[src/rtl/rgb_sframe.sv]
// rgb_sframe: WS2812-style serial framer, pulse-length bit decode into pixel words.
// Ports: clk/rst (sync, active-high), sig (async pin) -> strobe/sbit_value per bit,
//   pixel_data/pixel_valid/pixel_idx per pixel, stream_reset pulse, sticky frame_err.
module rgb_sframe #(
  parameter int BITS_PER_PIXEL    = 24,
  parameter int SYNC_STAGES       = 2,
  parameter int SAMPLE_TIME_CLKS  = 57,
  parameter int MIN_HIGH_CLKS     = 24,
  parameter int MAX_HIGH_CLKS     = 200,
  parameter int STREAM_RESET_CLKS = 4800,
  parameter int CNT_W             = 13,
  parameter int PIX_IDX_W         = 10
) (
  input  logic                      clk,
  input  logic                      rst,
  input  logic                      sig,
  output logic                      strobe,
  output logic                      sbit_value,
  output logic [BITS_PER_PIXEL-1:0] pixel_data,
  output logic                      pixel_valid,
  output logic [PIX_IDX_W-1:0]      pixel_idx,
  output logic                      stream_reset,
  output logic                      frame_err
);

  localparam int BC_W = $clog2(BITS_PER_PIXEL + 1);

  localparam logic [1:0] ST_LOW  = 2'd0;
  localparam logic [1:0] ST_HIGH = 2'd1;
  localparam logic [1:0] ST_HUNG = 2'd2;

  localparam logic [CNT_W-1:0] SR_C   = CNT_W'(STREAM_RESET_CLKS);
  localparam logic [CNT_W-1:0] MIN_C  = CNT_W'(MIN_HIGH_CLKS);
  localparam logic [CNT_W-1:0] MAX_C  = CNT_W'(MAX_HIGH_CLKS);
  localparam logic [CNT_W-1:0] SMP_C  = CNT_W'(SAMPLE_TIME_CLKS);
  localparam logic [BC_W-1:0]  LAST_B = BC_W'(BITS_PER_PIXEL - 1);

  logic [SYNC_STAGES-1:0]    sync_q;
  logic                      s;
  logic                      s_prev;
  logic                      rise;
  logic                      fall;
  logic                      edge_s;
  logic [CNT_W-1:0]          cnt;
  logic [1:0]                state;
  logic [BC_W-1:0]           bit_cnt;
  logic [BITS_PER_PIXEL-1:0] shreg;
  logic [PIX_IDX_W-1:0]      pend_idx;
  logic                      bit_v;
  logic [BITS_PER_PIXEL-1:0] word_next;

  assign s         = sync_q[SYNC_STAGES-1];
  assign rise      = s & ~s_prev;
  assign fall      = ~s & s_prev;
  assign edge_s    = rise | fall;
  // At the first low cycle cnt holds exactly the high length.
  assign bit_v     = (cnt > SMP_C);
  assign word_next = {shreg[BITS_PER_PIXEL-2:0], bit_v};

  always_ff @(posedge clk) begin
    if (rst) begin
      sync_q <= '0;
      s_prev <= 1'b0;
    end else begin
      sync_q <= {sync_q[SYNC_STAGES-2:0], sig};
      s_prev <= s;
    end
  end

  always_ff @(posedge clk) begin
    if (rst) begin
      cnt <= '0;
    end else if (edge_s) begin
      cnt <= CNT_W'(1);
    end else if (cnt != '1) begin
      cnt <= cnt + CNT_W'(1);
    end
  end

  always_ff @(posedge clk) begin
    if (rst) begin
      state        <= ST_LOW;
      bit_cnt      <= '0;
      shreg        <= '0;
      pend_idx     <= '0;
      strobe       <= 1'b0;
      sbit_value   <= 1'b0;
      pixel_data   <= '0;
      pixel_valid  <= 1'b0;
      pixel_idx    <= '0;
      stream_reset <= 1'b0;
      frame_err    <= 1'b0;
    end else begin
      strobe       <= 1'b0;
      pixel_valid  <= 1'b0;
      stream_reset <= 1'b0;
      case (state)
        ST_LOW: begin
          if (rise) begin
            state <= ST_HIGH;
          end else if (cnt == SR_C) begin
            stream_reset <= 1'b1;
            bit_cnt      <= '0;
            shreg        <= '0;
            pend_idx     <= '0;
            frame_err    <= 1'b0;
          end
        end
        ST_HIGH: begin
          if (fall) begin
            state <= ST_LOW;
            if (cnt < MIN_C) begin
              frame_err <= 1'b1;
            end else begin
              strobe     <= 1'b1;
              sbit_value <= bit_v;
              shreg      <= word_next;
              if (bit_cnt == LAST_B) begin
                bit_cnt     <= '0;
                pixel_data  <= word_next;
                pixel_valid <= 1'b1;
                pixel_idx   <= pend_idx;
                if (pend_idx != '1) begin
                  pend_idx <= pend_idx + PIX_IDX_W'(1);
                end
              end else begin
                bit_cnt <= bit_cnt + BC_W'(1);
              end
            end
          end else if (cnt == MAX_C) begin
            frame_err <= 1'b1;
            state     <= ST_HUNG;
          end
        end
        ST_HUNG: begin
          // Pulse is abandoned; only a stuck-high stream reset or release.
          if (fall) begin
            state <= ST_LOW;
          end else if (cnt == SR_C) begin
            stream_reset <= 1'b1;
            bit_cnt      <= '0;
            shreg        <= '0;
            pend_idx     <= '0;
            frame_err    <= 1'b0;
          end
        end
        default: state <= ST_LOW;
      endcase
    end
  end

endmodule
[config.mk]
export PLATFORM = sky130hd
export DESIGN_NAME = rgb_sframe
export DESIGN_NICKNAME = d
export VERILOG_FILES = /design/src/rtl/rgb_sframe.sv
export SDC_FILE = /design/constraint.sdc
export NUM_CORES = 1
export LEC_CHECK = 0
export CAP_MARGIN = 40
export CELL_PAD_IN_SITES_DETAIL_PLACEMENT = 1
export CELL_PAD_IN_SITES_GLOBAL_PLACEMENT = 1
export CORE_UTILIZATION = 37
export DETAILED_ROUTE_END_ITERATION = 16
export PLACE_DENSITY = 0.82
export REMOVE_ABC_BUFFERS = 1
export SYNTH_ARGS = -nofsm -noshare
export SYNTH_HDL_FRONTEND = slang
export SYNTH_SLANG_ARGS = --single-unit
export TNS_END_PERCENT = 5
[constraint.sdc]
create_clock -name clk -period 3.3 [get_ports clk]
set_input_delay 0.66 -clock clk [delete_from_list [all_inputs] [get_ports clk]]
set_output_delay 0.66 -clock clk [all_outputs]
set_load 0.1 [all_outputs]
==> results of run 1 <==
[power by group]
part | switching, mW | internal, mW
Combinational | 0.0577 | 0.0234
Clock | 0.434 | 0.287
Sequential | 0.00810 | 1.15
[layout make-up]
cell class | instances | area [um2] | share of cell area (%)
Clock inverter | 6 | 53.8 | 1.21
Timing Repair Buffer | 50 | 395 | 8.88
Inverter | 13 | 48.8 | 1.10
Tap cell | 133 | 166 | 3.74
Sequential cell | 95 | 1900 | 42.7
Multi-Input combinational cell | 315 | 1760 | 39.5
Clock buffer | 10 | 128 | 2.87
[registers in the layout, indices dropped and copies added (netlist names), 2 cells and up]
name and flops:
cnt 13, pixel_data 24, state 2, pend_idx 10, pixel_idx 10, bit_cnt 5
shreg 23, sync_q 2
[logic make-up (layout without fill, tap and decap cells)]
group                    Yosys count  after routing  synth area share, %
AO/OA/AOI/OAI                    105            105                 17.9
XOR/XNOR                           9              9                 2.05
adder cells (fa/ha/maj)            7              7                 2.28
buffers and inverters             40             79                 4.72
flip-flops                        95             95                 49.5
multiplexers                       3              3                0.782
AND/OR/NAND/NOR                  191            191                 22.7
[synth_stat cells, types with 2 or more instances]
master                     instances  area, um2
sky130_fd_sc_hd__nand4_1           2       12.5
sky130_fd_sc_hd__or3_1             9       56.3
sky130_fd_sc_hd__and4_1            3       26.3
sky130_fd_sc_hd__ha_1              7       87.6
sky130_fd_sc_hd__a22oi_1          23        173
sky130_fd_sc_hd__mux2i_1           3       30.0
sky130_fd_sc_hd__buf_6             3       33.8
sky130_fd_sc_hd__inv_1            13       48.8
sky130_fd_sc_hd__buf_2             4       20.0
sky130_fd_sc_hd__nor2_1           47        176
sky130_fd_sc_hd__nor3_1            9       45.0
sky130_fd_sc_hd__o31ai_1           4       30.0
sky130_fd_sc_hd__or4_1             4       30.0
sky130_fd_sc_hd__a21oi_1          50        250
sky130_fd_sc_hd__nand3_1           9       45.0
sky130_fd_sc_hd__a211oi_1          4       30.0
sky130_fd_sc_hd__dfxtp_1          95       1900
sky130_fd_sc_hd__o311ai_0          2       17.5
sky130_fd_sc_hd__nand2b_1          3       18.8
sky130_fd_sc_hd__nor2b_1           6       37.5
sky130_fd_sc_hd__and3_1            2       12.5
sky130_fd_sc_hd__clkbuf_1         18       67.6
sky130_fd_sc_hd__nand2_1          84        315
sky130_fd_sc_hd__nor4_1            6       37.5
sky130_fd_sc_hd__xnor2_1           8       70.1
sky130_fd_sc_hd__o21ai_0           7       35.0
[per-layer routing]
metal	vias to the layer above	track usage, %	part of all wire (%)
li1	1629	-	-
met1	1588	22.5	46
met2	49	31.7	50
met3	16	3.20	2.4
met4	0	6.63	1.6
met5	-	0	0
[worst max-delay path by stage]
stage | start | endpoint | slack [ns] | cells past startpoint
floorplan | state[0] | pixel_data[0] | 0.78 | 5
global placement | cnt[12] | shreg[5] | 0.73 | 6
detailed placement | cnt[12] | shreg[16] | 0.61 | 6
CTS | cnt[11] | shreg[16] | 0.59 | 6
global route | cnt[12] | shreg[5] | 0.41 | 6
finish | cnt[11] | shreg[9] | 0.60 | 6
[critical path, delay by kind of cell (launching register included)]
family	cells	cell delay, ns
flops	1	0.36
compound gates	3	1.26
buf+inv	1	0.34
simple gates	2	0.67
==> impl_metrics.prom, run 1 <==
# TYPE chip_impl_metric gauge
chip_impl_info{name="outcome",value="complete, no violations"} 1
chip_impl_metric{name="fin_crit_sh",unit="%"} 81.8
chip_impl_metric{name="number_of_global_route_vias_before_repair",unit=""} 3315
chip_impl_metric{name="post_synth_instance_area",unit="mm2"} 0.00384
chip_impl_info{name="setup.worst_path.class",value="reg2reg"} 1
chip_impl_metric{name="pwr_dens",unit="mW/mm2"} 441
chip_impl_metric{name="dieWidth",unit="um"} 104
chip_impl_info{name="critical_path.reg2reg.startpoint",value="cnt[11]"} 1
chip_impl_metric{name="tritoncts.num_buffers",unit=""} 9
chip_impl_metric{name="cts_hold_buffers",unit=""} 0
chip_impl_metric{name="finish.instance_area",unit="mm2"} 0.00445
chip_impl_metric{name="fillCellCount",unit=""} 1217
chip_impl_info{name="tritoncts",value="built"} 1
chip_impl_metric{name="totalPowerFinal",unit="mW"} 1.96
chip_impl_metric{name="finish.net_count",unit=""} 494
chip_impl_metric{name="clkSinkCount",unit=""} 95
chip_impl_metric{name="cts_repair_resize_count",unit=""} 0
chip_impl_metric{name="synth.distinct_cells",unit=""} 51
chip_impl_info{name="holdCritStartpoint",value="sync_q[0]"} 1
chip_impl_info{name="most-common-layout-cells",value="sky130_fd_sc_hd__dfxtp_1, sky130_fd_sc_hd__nand2_1, sky130_fd_sc_hd__a21oi_1, sky130_fd_sc_hd__nor2_1, sky130_fd_sc_hd__buf_4"} 1
chip_impl_metric{name="cap_violations",unit=""} 0
chip_impl_metric{name="final_critical_path_required_period",unit="ns"} 2.70
chip_impl_metric{name="antenna_found_initial",unit=""} 0
chip_impl_metric{name="first_pass_iters",unit=""} 4
chip_impl_metric{name="place_worst_setup_slack",unit="ns"} 0.614
chip_impl_metric{name="placed_area",unit="mm2"} 0.00427
chip_impl_metric{name="tns",unit="ns"} 0
chip_impl_metric{name="dp.final_hpwl",unit="um"} 6580
chip_impl_metric{name="initial_core_util",unit="%"} 38.8
chip_impl_metric{name="die-height",unit="um"} 104
chip_impl_metric{name="tightestPinTransition",unit="ns"} 0.751
chip_impl_info{name="timing.critical_path.slowest_stage_cell",value="sky130_fd_sc_hd__o22ai_4"} 1
chip_impl_metric{name="ir_worst_vdd",unit="V"} 0.000241
chip_impl_metric{name="detail_route.wl_per_cell",unit="um"} 14.9
chip_impl_metric{name="hold-path-cell-count",unit=""} 1
chip_impl_metric{name="dr.first_iter.drc_count",unit=""} 110
chip_impl_info{name="final_common_cell",value="sky130_fd_sc_hd__dfxtp_1"} 1
chip_impl_metric{name="pin_count_of_the_biggest_net_entering_global_routing",unit=""} 43
chip_impl_info{name="timing.critical_path.to_type",value="flip-flop"} 1
chip_impl_metric{name="synth-edff-count",unit=""} 0
chip_impl_info{name="crit-reg2reg-capture",value="shreg[9]"} 1
chip_impl_metric{name="timing.final.ws_setup",unit="ns"} 0.601
chip_impl_info{name="dominantRegCellSynth",value="sky130_fd_sc_hd__dfxtp_1"} 1
chip_impl_metric{name="fin_worst_skew",unit="ns"} 0.0146
chip_impl_metric{name="critPathMaxStageDelay",unit="ns"} 0.60
chip_impl_metric{name="htree_levels",unit=""} 3
chip_impl_metric{name="area_growth",unit="%"} 15.9
chip_impl_metric{name="grt_util_all_layers",unit="%"} 18.2
chip_impl_metric{name="regToRegSetupSlack",unit="ns"} 0.60
chip_impl_metric{name="worst_hold_check_slack",unit="ns"} 0.451
chip_impl_metric{name="die-area",unit="mm2"} 0.0108
chip_impl_metric{name="placement_rows",unit=""} 36
chip_impl_info{name="cts-root-buf",value="sky130_fd_sc_hd__clkbuf_8"} 1
chip_impl_metric{name="syn_area_per_cell",unit="um2"} 8.53
chip_impl_metric{name="grt_pass1_wl",unit="um"} 16000
chip_impl_metric{name="ant_nets",unit=""} 0
chip_impl_metric{name="cp.arrival",unit="ns"} 3.00
chip_impl_metric{name="seq_area_frac_synth",unit="%"} 49.5
chip_impl_metric{name="floorplan.core_area",unit="mm2"} 0.00991
chip_impl_info{name="worstHoldEndpoint",value="sync_q[1]"} 1
chip_impl_metric{name="cts.path.max_buffers",unit=""} 2
chip_impl_info{name="min-delay-path-class",value="reg2reg"} 1
chip_impl_metric{name="drive_gt1_share",unit="%"} 13.9
chip_impl_metric{name="async_reset_ff_share",unit="%"} 0
chip_impl_metric{name="clock_latency",unit="ns"} 0.37
chip_impl_metric{name="final_core_util",unit="%"} 44.9
chip_impl_metric{name="top_level_ports",unit=""} 42
chip_impl_metric{name="slew_viol_final",unit=""} 0
chip_impl_metric{name="worst-endpoint-required",unit="ns"} 3.61
chip_impl_metric{name="numPlacedInstances",unit=""} 606
chip_impl_metric{name="timing.final.setup_violations",unit=""} 0
chip_impl_info{name="path_cells",value="or4_4 -> o311a_4 -> o22ai_4 -> buf_4 -> a22oi_1 -> nor2_1"} 1
chip_impl_metric{name="grt-ovfl-total",unit=""} 0
chip_impl_metric{name="wirelength",unit="um"} 9280
chip_impl_metric{name="total_of_flip_flops_plus_latches_after_synthesis",unit=""} 95
chip_impl_metric{name="report.final.hold_viol_count",unit=""} 0
chip_impl_metric{name="route.detailed.vias_per_inst",unit=""} 5.28
chip_impl_metric{name="synthesis.yosys.warnings",unit=""} 0
chip_impl_info{name="worstSetupStartpointType",value="flip-flop"} 1
chip_impl_metric{name="maxClockFrequency",unit="MHz"} 370
chip_impl_metric{name="post_cts_setup_buffers",unit=""} 0
chip_impl_metric{name="layoutNonFillerInstCount",unit=""} 622
chip_impl_metric{name="power.static_leakage",unit="nW"} 1.55
chip_impl_metric{name="cells_after_synthesis",unit=""} 450
chip_impl_info{name="grt_setup_unrepaired",value="false"} 1
chip_impl_metric{name="timing.max_slew.rel_slack",unit="%"} 49.3
chip_impl_metric{name="gpl.final_weighted_congestion",unit=""} 0.832
chip_impl_metric{name="worst_r2r_path_depth",unit=""} 6
chip_impl_metric{name="path_max_fanout",unit=""} 32
chip_impl_metric{name="drc",unit=""} 0
chip_impl_metric{name="vias",unit=""} 3282
chip_impl_metric{name="clk_pin_slew",unit="ns"} 0.10
chip_impl_metric{name="port-buffer-count",unit=""} 41
chip_impl_metric{name="antennaDiodeCount",unit=""} 0
Power figures use the tool's default switching activity.
==> inputs of run 2 (changes only) <==
==> constraint.sdc (replaced) <==
create_clock -name clk -period 2.7 [get_ports clk]
set_input_delay 0.54 -clock clk [delete_from_list [all_inputs] [get_ports clk]]
set_output_delay 0.54 -clock clk [all_outputs]
set_load 0.1 [all_outputs]
==> run 2 against run 1 <==
  * Flip-flop and latch count stayed put
  * Core utilization is 0.15 points higher
  * Setup slack worse by 0.21 ns
  * Clock skew is 0.0016 ns higher
  * Non-clock buffer count is 3 higher
  * Cell count is 0.48% higher
  * Register-to-register slack worse by 0.21 ns
  * First-iteration DRC count is 4.5% lower
  * Clock-buffer cell count stayed put
  * Critical path type unchanged
==> impl_metrics.prom, run 2 (synthesized netlist as in run 1, its figures left out) <==
# TYPE chip_impl_metric gauge
chip_impl_info{name="outcome",value="complete, no violations"} 1
chip_impl_info{name="path_cells",value="ha_1 -> and4b_1 -> nor2_1 -> or3_1 -> or4_1 -> a21oi_1"} 1
chip_impl_metric{name="antenna_found_initial",unit=""} 0
chip_impl_metric{name="report.final.hold_viol_count",unit=""} 0
chip_impl_metric{name="finish.instance_area",unit="mm2"} 0.00447
chip_impl_metric{name="finish.net_count",unit=""} 497
chip_impl_metric{name="critPathMaxStageDelay",unit="ns"} 0.51
chip_impl_info{name="tritoncts",value="built"} 1
chip_impl_info{name="min-delay-path-class",value="reg2reg"} 1
chip_impl_info{name="layout_top_registers",value="pixel_data x24, shreg x23, cnt x13"} 1
chip_impl_metric{name="worst-endpoint-required",unit="ns"} 3.02
chip_impl_info{name="cts-root-buf",value="sky130_fd_sc_hd__clkbuf_8"} 1
chip_impl_metric{name="grt_pass1_wl",unit="um"} 15900
chip_impl_metric{name="worstPathBufferInverterCount",unit=""} 0
chip_impl_metric{name="placed_area",unit="mm2"} 0.00428
chip_impl_metric{name="tns",unit="ns"} 0
chip_impl_metric{name="dr.first_iter.drc_count",unit=""} 105
chip_impl_metric{name="floorplan.core_area",unit="mm2"} 0.00991
chip_impl_metric{name="timing.final.ws_setup",unit="ns"} 0.386
chip_impl_metric{name="path_max_fanout",unit=""} 8
chip_impl_metric{name="largest_register_ffs",unit=""} 24
chip_impl_metric{name="grt_util_all_layers",unit="%"} 18.2
chip_impl_metric{name="fin_worst_skew",unit="ns"} 0.0162
chip_impl_metric{name="power.switching_fraction",unit="%"} 25.1
chip_impl_info{name="final_common_cell",value="sky130_fd_sc_hd__dfxtp_1"} 1
chip_impl_info{name="critical-path-top-delay-family",value="simple AND/OR/NAND/NOR gates"} 1
chip_impl_metric{name="clock_latency",unit="ns"} 0.38
chip_impl_info{name="worstSetupStartpointType",value="flip-flop"} 1
chip_impl_metric{name="port-buffer-count",unit=""} 41
chip_impl_metric{name="wirelength",unit="um"} 9260
chip_impl_metric{name="fin_crit_sh",unit="%"} 85.7
chip_impl_metric{name="top_level_ports",unit=""} 42
chip_impl_metric{name="cts_repair_resize_count",unit=""} 0
chip_impl_metric{name="gpl.final_weighted_congestion",unit=""} 0.794
chip_impl_metric{name="pwr-share-clk",unit="%"} 37.0
chip_impl_metric{name="tritoncts.num_buffers",unit=""} 9
chip_impl_metric{name="power.static_leakage",unit="nW"} 1.58
chip_impl_metric{name="cts_hold_buffers",unit=""} 0
chip_impl_metric{name="vias",unit=""} 3309
chip_impl_metric{name="grt-ovfl-total",unit=""} 0
chip_impl_metric{name="clk_pin_slew",unit="ns"} 0.10
chip_impl_metric{name="drive_gt1_share",unit="%"} 14.6
chip_impl_info{name="critical_path.reg2reg.startpoint",value="bit_cnt[0]"} 1
chip_impl_metric{name="drc",unit=""} 0
chip_impl_info{name="cp-endpoint",value="pend_idx[5]"} 1
chip_impl_metric{name="number_of_global_route_vias_before_repair",unit=""} 3341
chip_impl_info{name="largest-register",value="pixel_data"} 1
chip_impl_metric{name="initial_core_util",unit="%"} 38.8
chip_impl_metric{name="route.detailed.vias_per_inst",unit=""} 5.29
chip_impl_metric{name="place_worst_setup_slack",unit="ns"} 0.445
chip_impl_metric{name="antennaDiodeCount",unit=""} 0
chip_impl_info{name="timing.critical_path.slowest_stage_cell",value="sky130_fd_sc_hd__or3_1"} 1
chip_impl_metric{name="detail_route.wl_per_cell",unit="um"} 14.8
chip_impl_metric{name="htree_levels",unit=""} 3
chip_impl_metric{name="pin_count_of_the_biggest_net_entering_global_routing",unit=""} 48
chip_impl_metric{name="die-height",unit="um"} 104
chip_impl_info{name="setup.worst_path.class",value="reg2reg"} 1
chip_impl_metric{name="dp.final_hpwl",unit="um"} 6220
chip_impl_metric{name="dieWidth",unit="um"} 104
chip_impl_metric{name="pwr_dens",unit="mW/mm2"} 541
chip_impl_metric{name="internal_power",unit="mW"} 1.81
chip_impl_metric{name="comb_power_share",unit="%"} 4.3
chip_impl_metric{name="slew_viol_final",unit=""} 0
chip_impl_metric{name="seqPwrFrac",unit="%"} 58.8
chip_impl_info{name="grt_setup_unrepaired",value="false"} 1
chip_impl_metric{name="cap_violations",unit=""} 0
chip_impl_metric{name="timing.final.setup_violations",unit=""} 0
chip_impl_metric{name="area_growth",unit="%"} 16.3
chip_impl_metric{name="depth_of_the_critical_timing_path_with_buffers_and_inverters_included",unit=""} 6
chip_impl_metric{name="clkSinkCount",unit=""} 95
chip_impl_info{name="cp-startpoint",value="bit_cnt[0]"} 1
chip_impl_metric{name="final_critical_path_required_period",unit="ns"} 2.31
chip_impl_metric{name="ir_worst_vdd",unit="V"} 0.000341
chip_impl_metric{name="first_pass_iters",unit=""} 5
chip_impl_metric{name="cp.arrival",unit="ns"} 2.63
chip_impl_metric{name="maxClockFrequency",unit="MHz"} 432
chip_impl_metric{name="post_cts_setup_buffers",unit=""} 0
chip_impl_metric{name="cts.path.max_buffers",unit=""} 2
chip_impl_metric{name="die-area",unit="mm2"} 0.0108
chip_impl_info{name="crit-reg2reg-capture",value="pend_idx[5]"} 1
chip_impl_metric{name="timing.max_slew.rel_slack",unit="%"} 44.5
chip_impl_metric{name="worst_r2r_path_depth",unit=""} 6
chip_impl_metric{name="tightestPinTransition",unit="ns"} 0.825
chip_impl_metric{name="ant_nets",unit=""} 0
chip_impl_metric{name="placement_rows",unit=""} 36
chip_impl_metric{name="regToRegSetupSlack",unit="ns"} 0.39
chip_impl_metric{name="p_sw",unit="uW"} 607
chip_impl_info{name="most-common-layout-cells",value="sky130_fd_sc_hd__dfxtp_1, sky130_fd_sc_hd__nand2_1, sky130_fd_sc_hd__a21oi_1, sky130_fd_sc_hd__buf_4, sky130_fd_sc_hd__nor2_1"} 1
chip_impl_metric{name="fillCellCount",unit=""} 1208
chip_impl_info{name="timing.critical_path.to_type",value="flip-flop"} 1
[run 2: cell count changes in the layout (fill, tap and decap cells not counted), sizes merged]
cell / previous run / this run
buf: 49 / 52
clkinv: 0 / 4
inv: 16 / 15
clkinvlp: 3 / 0
[run 2: metal layers]
| metal | vias up | part of all wire (%) | global-route usage, % | routed length [um] |
|---|---|---|---|---|
| li1 | 1637 | - | - | - |
| met1 | 1607 | 46 | 21.7 | 4280 |
| met2 | 53 | 49 | 31.7 | 4580 |
| met3 | 12 | 2.6 | 4.07 | 239 |
| met4 | 0 | 1.7 | 6.84 | 161 |
| met5 | - | 0 | 0 | 0 |
[run 2: final cells by class]
cell class,count,area [um2],share of cell area [%]
tap,133,166,3.73
inverter,13,48.8,1.09
timing repair buffer,53,410,9.19
multi-input combinational,315,1760,39.3
clock buffer,10,138,3.08
sequential,95,1900,42.6
clock inverter,6,43.8,0.981
[run 2: worst register-to-register path: stages (launching register included)]
cell and delay [ns]:
sky130_fd_sc_hd__dfxtp_1 0.39, sky130_fd_sc_hd__ha_1 0.27, sky130_fd_sc_hd__and4b_1 0.34, sky130_fd_sc_hd__nor2_1 0.15
sky130_fd_sc_hd__or3_1 0.51, sky130_fd_sc_hd__or4_1 0.45, sky130_fd_sc_hd__a21oi_1 0.15
[run 2: worst min path at each step]
stage	start	cells after the start	to
finish	sync_q[0]	1	sync_q[1]
global route	sync_q[0]	1	sync_q[1]
CTS	sync_q[0]	1	sync_q[1]
detailed placement	sync_q[0]	1	sync_q[1]
global placement	sync_q[0]	1	sync_q[1]
floorplan	sync_q[0]	1	sync_q[1]
[run 2: power by group through the flow]
| stage | registers [mW] | clock network, mW | logic (mW) |
|---|---|---|---|
| detailed placement | 1.45 | 0 | 0.102 |
| CTS | 1.42 | 0.910 | 0.104 |
| finish | 1.42 | 0.893 | 0.103 |
| floorplan | 1.46 | 0 | 0.0479 |
| global placement | 1.45 | 0 | 0.0990 |
| global route | 1.42 | 0.977 | 0.113 |
[run 2: stage by stage]
step | std cells | hold slack, ns | util [%] | power (mW)
floorplan | 423 | 0.414 | - | 1.50
global placement | 609 | 0.417 | 43.2 | 1.55
detailed placement | 609 | 0.439 | 43.2 | 1.55
CTS | 625 | 0.458 | 45.1 | 2.43
global route | 625 | 0.464 | 45.1 | 2.51
finish | 625 | 0.452 | 45.1 | 2.41
